## config.mk

```make
export PLATFORM = sky130hd
export DESIGN_NAME = spi_master
export DESIGN_NICKNAME = d
export VERILOG_FILES = /design/src/rtl/spi_master.sv
export SDC_FILE = /design/constraint.sdc
export NUM_CORES = 1
export LEC_CHECK = 0
export CAP_MARGIN = 15
export CORE_UTILIZATION = 54
export DETAILED_ROUTE_END_ITERATION = 16
export GPL_ROUTABILITY_DRIVEN = 0
export PLACE_DENSITY = 0.87
export SYNTH_ARGS = -nofsm -noshare
export SYNTH_HDL_FRONTEND = slang
export SYNTH_SLANG_ARGS = --single-unit
```

## constraint.sdc

```tcl
create_clock -name clk -period 2.43 [get_ports clk]
set_clock_uncertainty 0.1 [all_clocks]
set_input_delay 0.3645 -clock clk [delete_from_list [all_inputs] [get_ports clk]]
set_output_delay 0.3645 -clock clk [all_outputs]
set_load 0.01 [all_outputs]
```

## src/rtl/spi_master.sv

```systemverilog
// spi_master: SPI mode-0 initiator sending an 8-bit command and 32-bit data word.
// Define SPI_MASTER_SHORT_EN to add cmd_only for 8-bit command-only frames.
module spi_master #(
    parameter int CLK_DIV = 8,
    parameter int CS_GAP  = 4
) (
    input  logic        clk,
    input  logic        nrst,
    input  logic        start,
    input  logic [7:0]  cmd_in,
    input  logic [31:0] data_in,
`ifdef SPI_MASTER_SHORT_EN
    input  logic        cmd_only,
`endif
    output logic        busy,
    output logic        done,
    output logic [7:0]  stat_out,
    output logic [31:0] data_out,
    output logic        sck,
    output logic        mosi,
    output logic        ncs,
    input  logic        miso
);

    typedef enum logic [2:0] {
        IDLE,
        SETUP,
        HIGH,
        LOW,
        HOLD,
        GAP
    } state_t;

    state_t      state;
    logic [15:0] div_cnt;
    logic [5:0]  bit_cnt;
    logic [5:0]  nbits;
    logic [38:0] tx;
    logic [39:0] rx;
    logic        div_last;
    logic        gap_last;
    logic        last_bit;

`ifdef SPI_MASTER_SHORT_EN
    logic short_q;
    assign nbits = short_q ? 6'd8 : 6'd40;
`else
    assign nbits = 6'd40;
`endif

    assign div_last = (div_cnt == 16'(CLK_DIV - 1));
    assign gap_last = (div_cnt == 16'(CS_GAP - 1));
    assign last_bit = ((bit_cnt + 6'd1) == nbits);

    // tx holds only the bits still to be sent; the current bit sits in mosi.
    always_ff @(posedge clk) begin
        done <= 1'b0;
        if (!nrst) begin
            state    <= IDLE;
            div_cnt  <= '0;
            bit_cnt  <= '0;
            tx       <= '0;
            rx       <= '0;
            busy     <= 1'b0;
            sck      <= 1'b0;
            mosi     <= 1'b0;
            ncs      <= 1'b1;
            stat_out <= '0;
            data_out <= '0;
`ifdef SPI_MASTER_SHORT_EN
            short_q  <= 1'b0;
`endif
        end else begin
            case (state)
                IDLE: begin
                    if (start) begin
                        tx      <= {cmd_in[6:0], data_in};
                        mosi    <= cmd_in[7];
                        busy    <= 1'b1;
                        ncs     <= 1'b0;
                        div_cnt <= '0;
                        bit_cnt <= '0;
`ifdef SPI_MASTER_SHORT_EN
                        short_q <= cmd_only;
`endif
                        state   <= SETUP;
                    end
                end
                SETUP: begin
                    if (div_last) begin
                        div_cnt <= '0;
                        sck     <= 1'b1;
                        state   <= HIGH;
                    end else begin
                        div_cnt <= div_cnt + 16'd1;
                    end
                end
                HIGH: begin
                    if (div_last) begin
                        div_cnt <= '0;
                        sck     <= 1'b0;
                        rx      <= {rx[38:0], miso};
                        bit_cnt <= bit_cnt + 6'd1;
                        if (!last_bit) begin
                            tx   <= {tx[37:0], 1'b0};
                            mosi <= tx[38];
                        end
                        state   <= LOW;
                    end else begin
                        div_cnt <= div_cnt + 16'd1;
                    end
                end
                // Every bit, the last included, gets a full low phase.
                LOW: begin
                    if (div_last) begin
                        div_cnt <= '0;
                        if (bit_cnt == nbits) begin
                            state <= HOLD;
                        end else begin
                            sck   <= 1'b1;
                            state <= HIGH;
                        end
                    end else begin
                        div_cnt <= div_cnt + 16'd1;
                    end
                end
                HOLD: begin
                    if (div_last) begin
                        div_cnt <= '0;
                        ncs     <= 1'b1;
                        mosi    <= 1'b0;
                        state   <= GAP;
                    end else begin
                        div_cnt <= div_cnt + 16'd1;
                    end
                end
                GAP: begin
                    if (gap_last) begin
                        div_cnt <= '0;
                        busy    <= 1'b0;
                        done    <= 1'b1;
`ifdef SPI_MASTER_SHORT_EN
                        stat_out <= short_q ? rx[7:0] : rx[39:32];
                        if (!short_q) begin
                            data_out <= rx[31:0];
                        end
`else
                        stat_out <= rx[39:32];
                        data_out <= rx[31:0];
`endif
                        state   <= IDLE;
                    end else begin
                        div_cnt <= div_cnt + 16'd1;
                    end
                end
                default: state <= IDLE;
            endcase
        end
    end

endmodule
```

* Word level (Yosys, flattened, before mapping)
Cells that the tools add are included.
Cells by class: multiplexer cells 34, equal/unequal tests 17, reduce and logical (&&, ||, !) cells 19, $add $sub $neg 2
Operator list (count):
- $mux 39 | 3
- $pmux 39 s2 | 1
- $mux 16 | 3
- $pmux 16 s3 | 1
- $mux 3 | 7
- $pmux 3 s6 | 1
- $add 16x1->16 const B | 1
- $eq 16x2->1 const B | 1
- $eq 16x3->1 const B | 1
- $ne 2x2->1 const B | 8
- $eq 6x6->1 const B | 2
- $mux 6 | 2
- $pmux 6 s2 | 1
- $mux 1 | 11
- $reduce_and 5->1 | 2
- $reduce_and 3->1 | 3
- $reduce_bool 3->1 | 3
- $reduce_and 2->1 | 4
- $add 6x1->6 const B | 1
- $eq 3x2->1 const B | 2
- $eq 3x3->1 const B | 2
- $pmux 1 s3 | 2
- $reduce_and 6->1 | 1
- $reduce_bool 2->1 | 3
- other kinds (5) | 6
Word-level totals: output and inout bits 45, register bits 149, word-level logic and storage cells 84, input port bits 44

* Depth between registers and ports, before layout
depth after elaboration 5, depth in mapped cells 8, mapped depth without buffers 7

* Least setup slack after synthesis
Ideal clock, no wire load.
path kind reg2reg, start point register div_cnt[0], end point register div_cnt[13], library setup time 0.115 ns, stages on the path, launching flop included 9, slack 0.380 ns, buffers on the path 2, period minus slack after synthesis 2.050 ns, data arrival time 1.835 ns, required time 2.215 ns, cell sequence dfxtp_1 > ha_1 > nor4b_1 > nand4_1 > a22o_1 > buf_2 > o21ai_1 > buf_4 > nor2_1
On the way: cells in the longest elaborated chain, start to end 3, elaborated cells on any way between the ends 6, those cells by class add/sub: 1; eq/ne: 2; mux: 3
RTL lines:
- start, declared | line 35 | logic [15:0] div_cnt;
- start signal, assigned | line 95 | div_cnt <= div_cnt + 16'd1;
- start signal, assigned | line 110 | div_cnt <= div_cnt + 16'd1;
- start signal, assigned | line 124 | div_cnt <= div_cnt + 16'd1;
- $add 16x1->16, or another cell as far along
- $mux 16 (on tied branches)
- $pmux 16 s3 (*) | line 74 | case (state)
Mark *: on every way between the ends. The rest lies on a longest branch, timed or not. A chain may end at the register's enable or synchronous reset.

* Final worst setup path
start point register div_cnt[0], end point register tx[1]
On the way: cells in the longest elaborated chain, start to end 3
RTL lines:
- $eq 16x3->1 | line 51 | assign div_last = (div_cnt == 16'(CLK_DIV - 1));
- $ne 2x2->1 (no line)
- $reduce_and 4->1 (no line)
- end signal, assigned | line 77 | tx <= {cmd_in[6:0], data_in};
- end signal, assigned | line 105 | tx <= {tx[37:0], 1'b0};
- end, declared | line 38 | logic [38:0] tx;
Every way passes these cells.

==> qor.yml <==
cts:
  cts_root_buf: "sky130_fd_sc_hd__clkbuf_16"
  cts.htree.levels: 4
  post-cts-setup-buffer-count: 0
  cts.sinks: 149
  cts_hold_repair.buffers: 0
  cts_buffers: 17
  post_cts_resized: 0
  clk-insertion-delay-late_ps: 420
  clk_transition_reported_paths_ps: 60
  cts_tree: "built"
  clock_tree.buffer_depth: 2
global_routing:
  number_of_global_route_vias_before_repair: 5201
  globalRouteTotalUtil_pct: 25.7
  antenna_violations_before_repair: 0
  grt_max_degree: 53
  grt_pass1_wl_mm: 23.9
  globalRouteOverflowTotal: 0
min_path:
  hold_path_class: "reg -> reg"
  hold-path-endpoint: "data_out[21]"
  hold_start: "data_out[21]"
  holdPathStages: 2
critical_path:
  critical_path.endpoint_type: "register"
  worstReg2RegStart: "div_cnt[0]"
  timing.critical_path.arrival_ps: 2490
  worstRegToRegCells: 7
  crit_type: "reg -> reg"
  start_kind: "register"
  critical_path_required_ps: 2640
  regToRegSetupSlack_ps: 150
  critical_path.reg2reg.endpoint: "tx[1]"
  cp_max_fo: 43
placement:
  dp.final_hpwl_mm: 9.19
  place.port_buffers: 88
die:
  initial_core_utilization_pct: 56.2
  rows: 38
  die-area_um2: 11900
  die_height_um: 109
  core_area_um2: 11000
  floorplan.die.width_um: 109
  pin_count: 89
run_status:
  outcome: "completed"
synth:
  avgSynthCellArea_um2: 8.02
  syn-cell-area_um2: 6170
  synthesis.instances: 770
  synth.lib_cells_used.distinct: 47
  synth.yosys.seq_area_share_pct: 48.3
  synth_ff_type: "sky130_fd_sc_hd__dfxtp_1"
  yosys.area.top_type_share_pct: 48.3
  synth_top_area_cell: "sky130_fd_sc_hd__dfxtp_1"
  synth_nets: 818
  ffs_latches_synth: 149
  synth_edf_count: 0
  synth_async_sr_flop_share_pct: 0
  post_synth_main_area_contributors: "sky130_fd_sc_hd__dfxtp_1, sky130_fd_sc_hd__nand2_1, sky130_fd_sc_hd__a21oi_1, sky130_fd_sc_hd__a311oi_1, sky130_fd_sc_hd__clkbuf_1"
  yosys_warning_count: 0
timing:
  timing.setup.tns_ps: 0
  finalMaxSlewViolations: 0
  whs_ps: 350
  fmax_ghz: 0.439
  post-route-min-period_ps: 2280
  rsz0062_at_grt: "no"
  finalSetupViolations: 0
  finalHoldViolations: 0
  worst-slew-pin-transition_ps: 635
  slew_headroom_pct: 57.7
  period_share_pct: 93.7
detailed_routing:
  drt_pass1_iterations: 5
  drt-wirelength-per-cell_um: 14.8
  iteration_0_drc_count_of_the_detailed_router: 519
  finalWirelength_mm: 14.6
  detailroute.via_count: 5757
  final_antenna_net_count: 0
  post_dr_vias_cell: 5.83
  number_of_remaining_drc_errors: 0
pwr:
  cellLeakagePower_nw: 2.63
  power_density_over_cell_area_nw_per_um2: 739
  largest_voltage_drop_on_the_vdd_net_v: 0.000453
layout:
  final_nets: 883
  synthToLayoutAreaGrowth_pct: 26.0
  drive_gt1_share_pct: 8.74
  antenna-diode-count: 0
run:
  maxCapViolations: 0
cells by family after synthesis:
kind of cell / Yosys count / share of synthesized area, %
multiplexers: 1 / 0.162
flip-flops: 149 / 48.3
AO/OA/AOI/OAI: 186 / 19.2
adder cells (fa/ha/maj): 4 / 0.811
XOR/XNOR: 14 / 1.99
buffers and inverters: 66 / 4.64
AND/OR/NAND/NOR: 350 / 24.8
how the worst max path moves through the flow:
| stage | start | to | slack [ps] | cells after the start |
|---|---|---|---|---|
| final | div_cnt[0] | tx[1] | 150 | 7 |
| after global routing | div_cnt[0] | tx[1] | 10 | 7 |
| after detailed placement | div_cnt[0] | div_cnt[1] | 140 | 7 |
| after global placement | div_cnt[0] | div_cnt[1] | 250 | 7 |
| after CTS | div_cnt[0] | div_cnt[1] | 70 | 7 |
| after floorplan | div_cnt[0] | div_cnt[13] | 380 | 8 |
per-stage QoR:
stage | area, um2 | instances | power [mW] | util [%] | setup WS (ps)
final | 7770 | 987 | 5.74 | 70.8 | 154
after global routing | 7770 | 987 | 5.95 | 70.8 | 14.2
after CTS | 7770 | 987 | 5.75 | 70.7 | 70.4
after global placement | 7200 | 956 | 3.26 | 65.6 | 249
after detailed placement | 7200 | 956 | 3.29 | 65.6 | 142
after floorplan | 6170 | 770 | 3.08 | - | 380
state kept, by name, indices dropped and copies added, names as in the netlist:
name      flops
rx           40
tx           39
data_out     32
div_cnt      16
stat_out      8
bit_cnt       6
state         3
busy          1
done          1
mosi          1
ncs           1
sck           1
placed cells by master, fill, tap and decap left out, types with 2 or more instances in the layout:
master and n:
sky130_fd_sc_hd__clkbuf_16 17, sky130_fd_sc_hd__inv_1 5, sky130_fd_sc_hd__o21ai_2 2, sky130_fd_sc_hd__dfxtp_1 149
sky130_fd_sc_hd__and3_1 2, sky130_fd_sc_hd__nand3_1 9, sky130_fd_sc_hd__nand2_1 257, sky130_fd_sc_hd__xor2_1 4
sky130_fd_sc_hd__a311oi_1 28, sky130_fd_sc_hd__buf_4 12, sky130_fd_sc_hd__nand4_1 12, sky130_fd_sc_hd__or2_2 2
sky130_fd_sc_hd__o21ai_1 2, sky130_fd_sc_hd__and4_1 5, sky130_fd_sc_hd__nor3_1 14, sky130_fd_sc_hd__o221a_2 2
sky130_fd_sc_hd__clkinv_2 2, sky130_fd_sc_hd__xnor2_1 10, sky130_fd_sc_hd__clkinvlp_4 3, sky130_fd_sc_hd__a31oi_1 3
sky130_fd_sc_hd__nor2_4 2, sky130_fd_sc_hd__nor4_1 3, sky130_fd_sc_hd__nor4_4 2, sky130_fd_sc_hd__ha_1 4
sky130_fd_sc_hd__buf_12 6, sky130_fd_sc_hd__nor2_1 25, sky130_fd_sc_hd__o211a_1 3, sky130_fd_sc_hd__o21ai_0 5
sky130_fd_sc_hd__and2_1 3, sky130_fd_sc_hd__a311oi_2 9, sky130_fd_sc_hd__a21oi_1 124, sky130_fd_sc_hd__clkbuf_8 3
sky130_fd_sc_hd__inv_6 2, sky130_fd_sc_hd__clkinv_4 2, sky130_fd_sc_hd__nor4b_1 2, sky130_fd_sc_hd__nand3b_1 5
sky130_fd_sc_hd__clkdlybuf4s50_1 88
Yosys cell counts, drive strengths merged (3+ instances only):
cell type	number
nand4	13
nor4	5
o21ai	9
nor4b	3
and2	3
ha	4
nand3	9
nand3b	5
nand2	257
nor2	27
clkbuf	38
xor2	4
buf	22
o211a	3
dfxtp	149
xnor2	10
inv	6
a21oi	124
a311oi	37
nor3	15
and4	5
a31oi	3
per-layer routing:
layer / global-route usage, % / vias to the layer above / part of all wire, %
li1: - / 2783 / -
met1: 31.3 / 2680 / 42
met2: 43.1 / 251 / 50
met3: 5.92 / 43 / 6.1
met4: 11.2 / 0 / 2.5
met5: 0 / - / 0
area by class of cell:
cell class	instances	area, um2
Fill cell	780	3210
Sequential cell	149	2980
Multi-Input combinational cell	555	2930
Timing Repair Buffer	106	1090
Clock buffer	21	470
Tap cell	140	175
Clock inverter	10	97.6
Inverter	6	25.0
where the power goes:
group          switching (mW)  total, mW  internal (mW)
Clock                    1.01       2.49           1.49
Combinational           0.350      0.621          0.272
Sequential             0.0805       2.63           2.55
worst max-delay path, cell delays in order (launching register included):
cell and delay [ps]:
sky130_fd_sc_hd__dfxtp_1 430, sky130_fd_sc_hd__ha_1 260, sky130_fd_sc_hd__and4bb_2 300, sky130_fd_sc_hd__nand4_2 160, sky130_fd_sc_hd__o21ai_2 240, sky130_fd_sc_hd__buf_12 250
sky130_fd_sc_hd__a21oi_1 120, sky130_fd_sc_hd__a311oi_1 310
(Power assumes the default switching activity.)
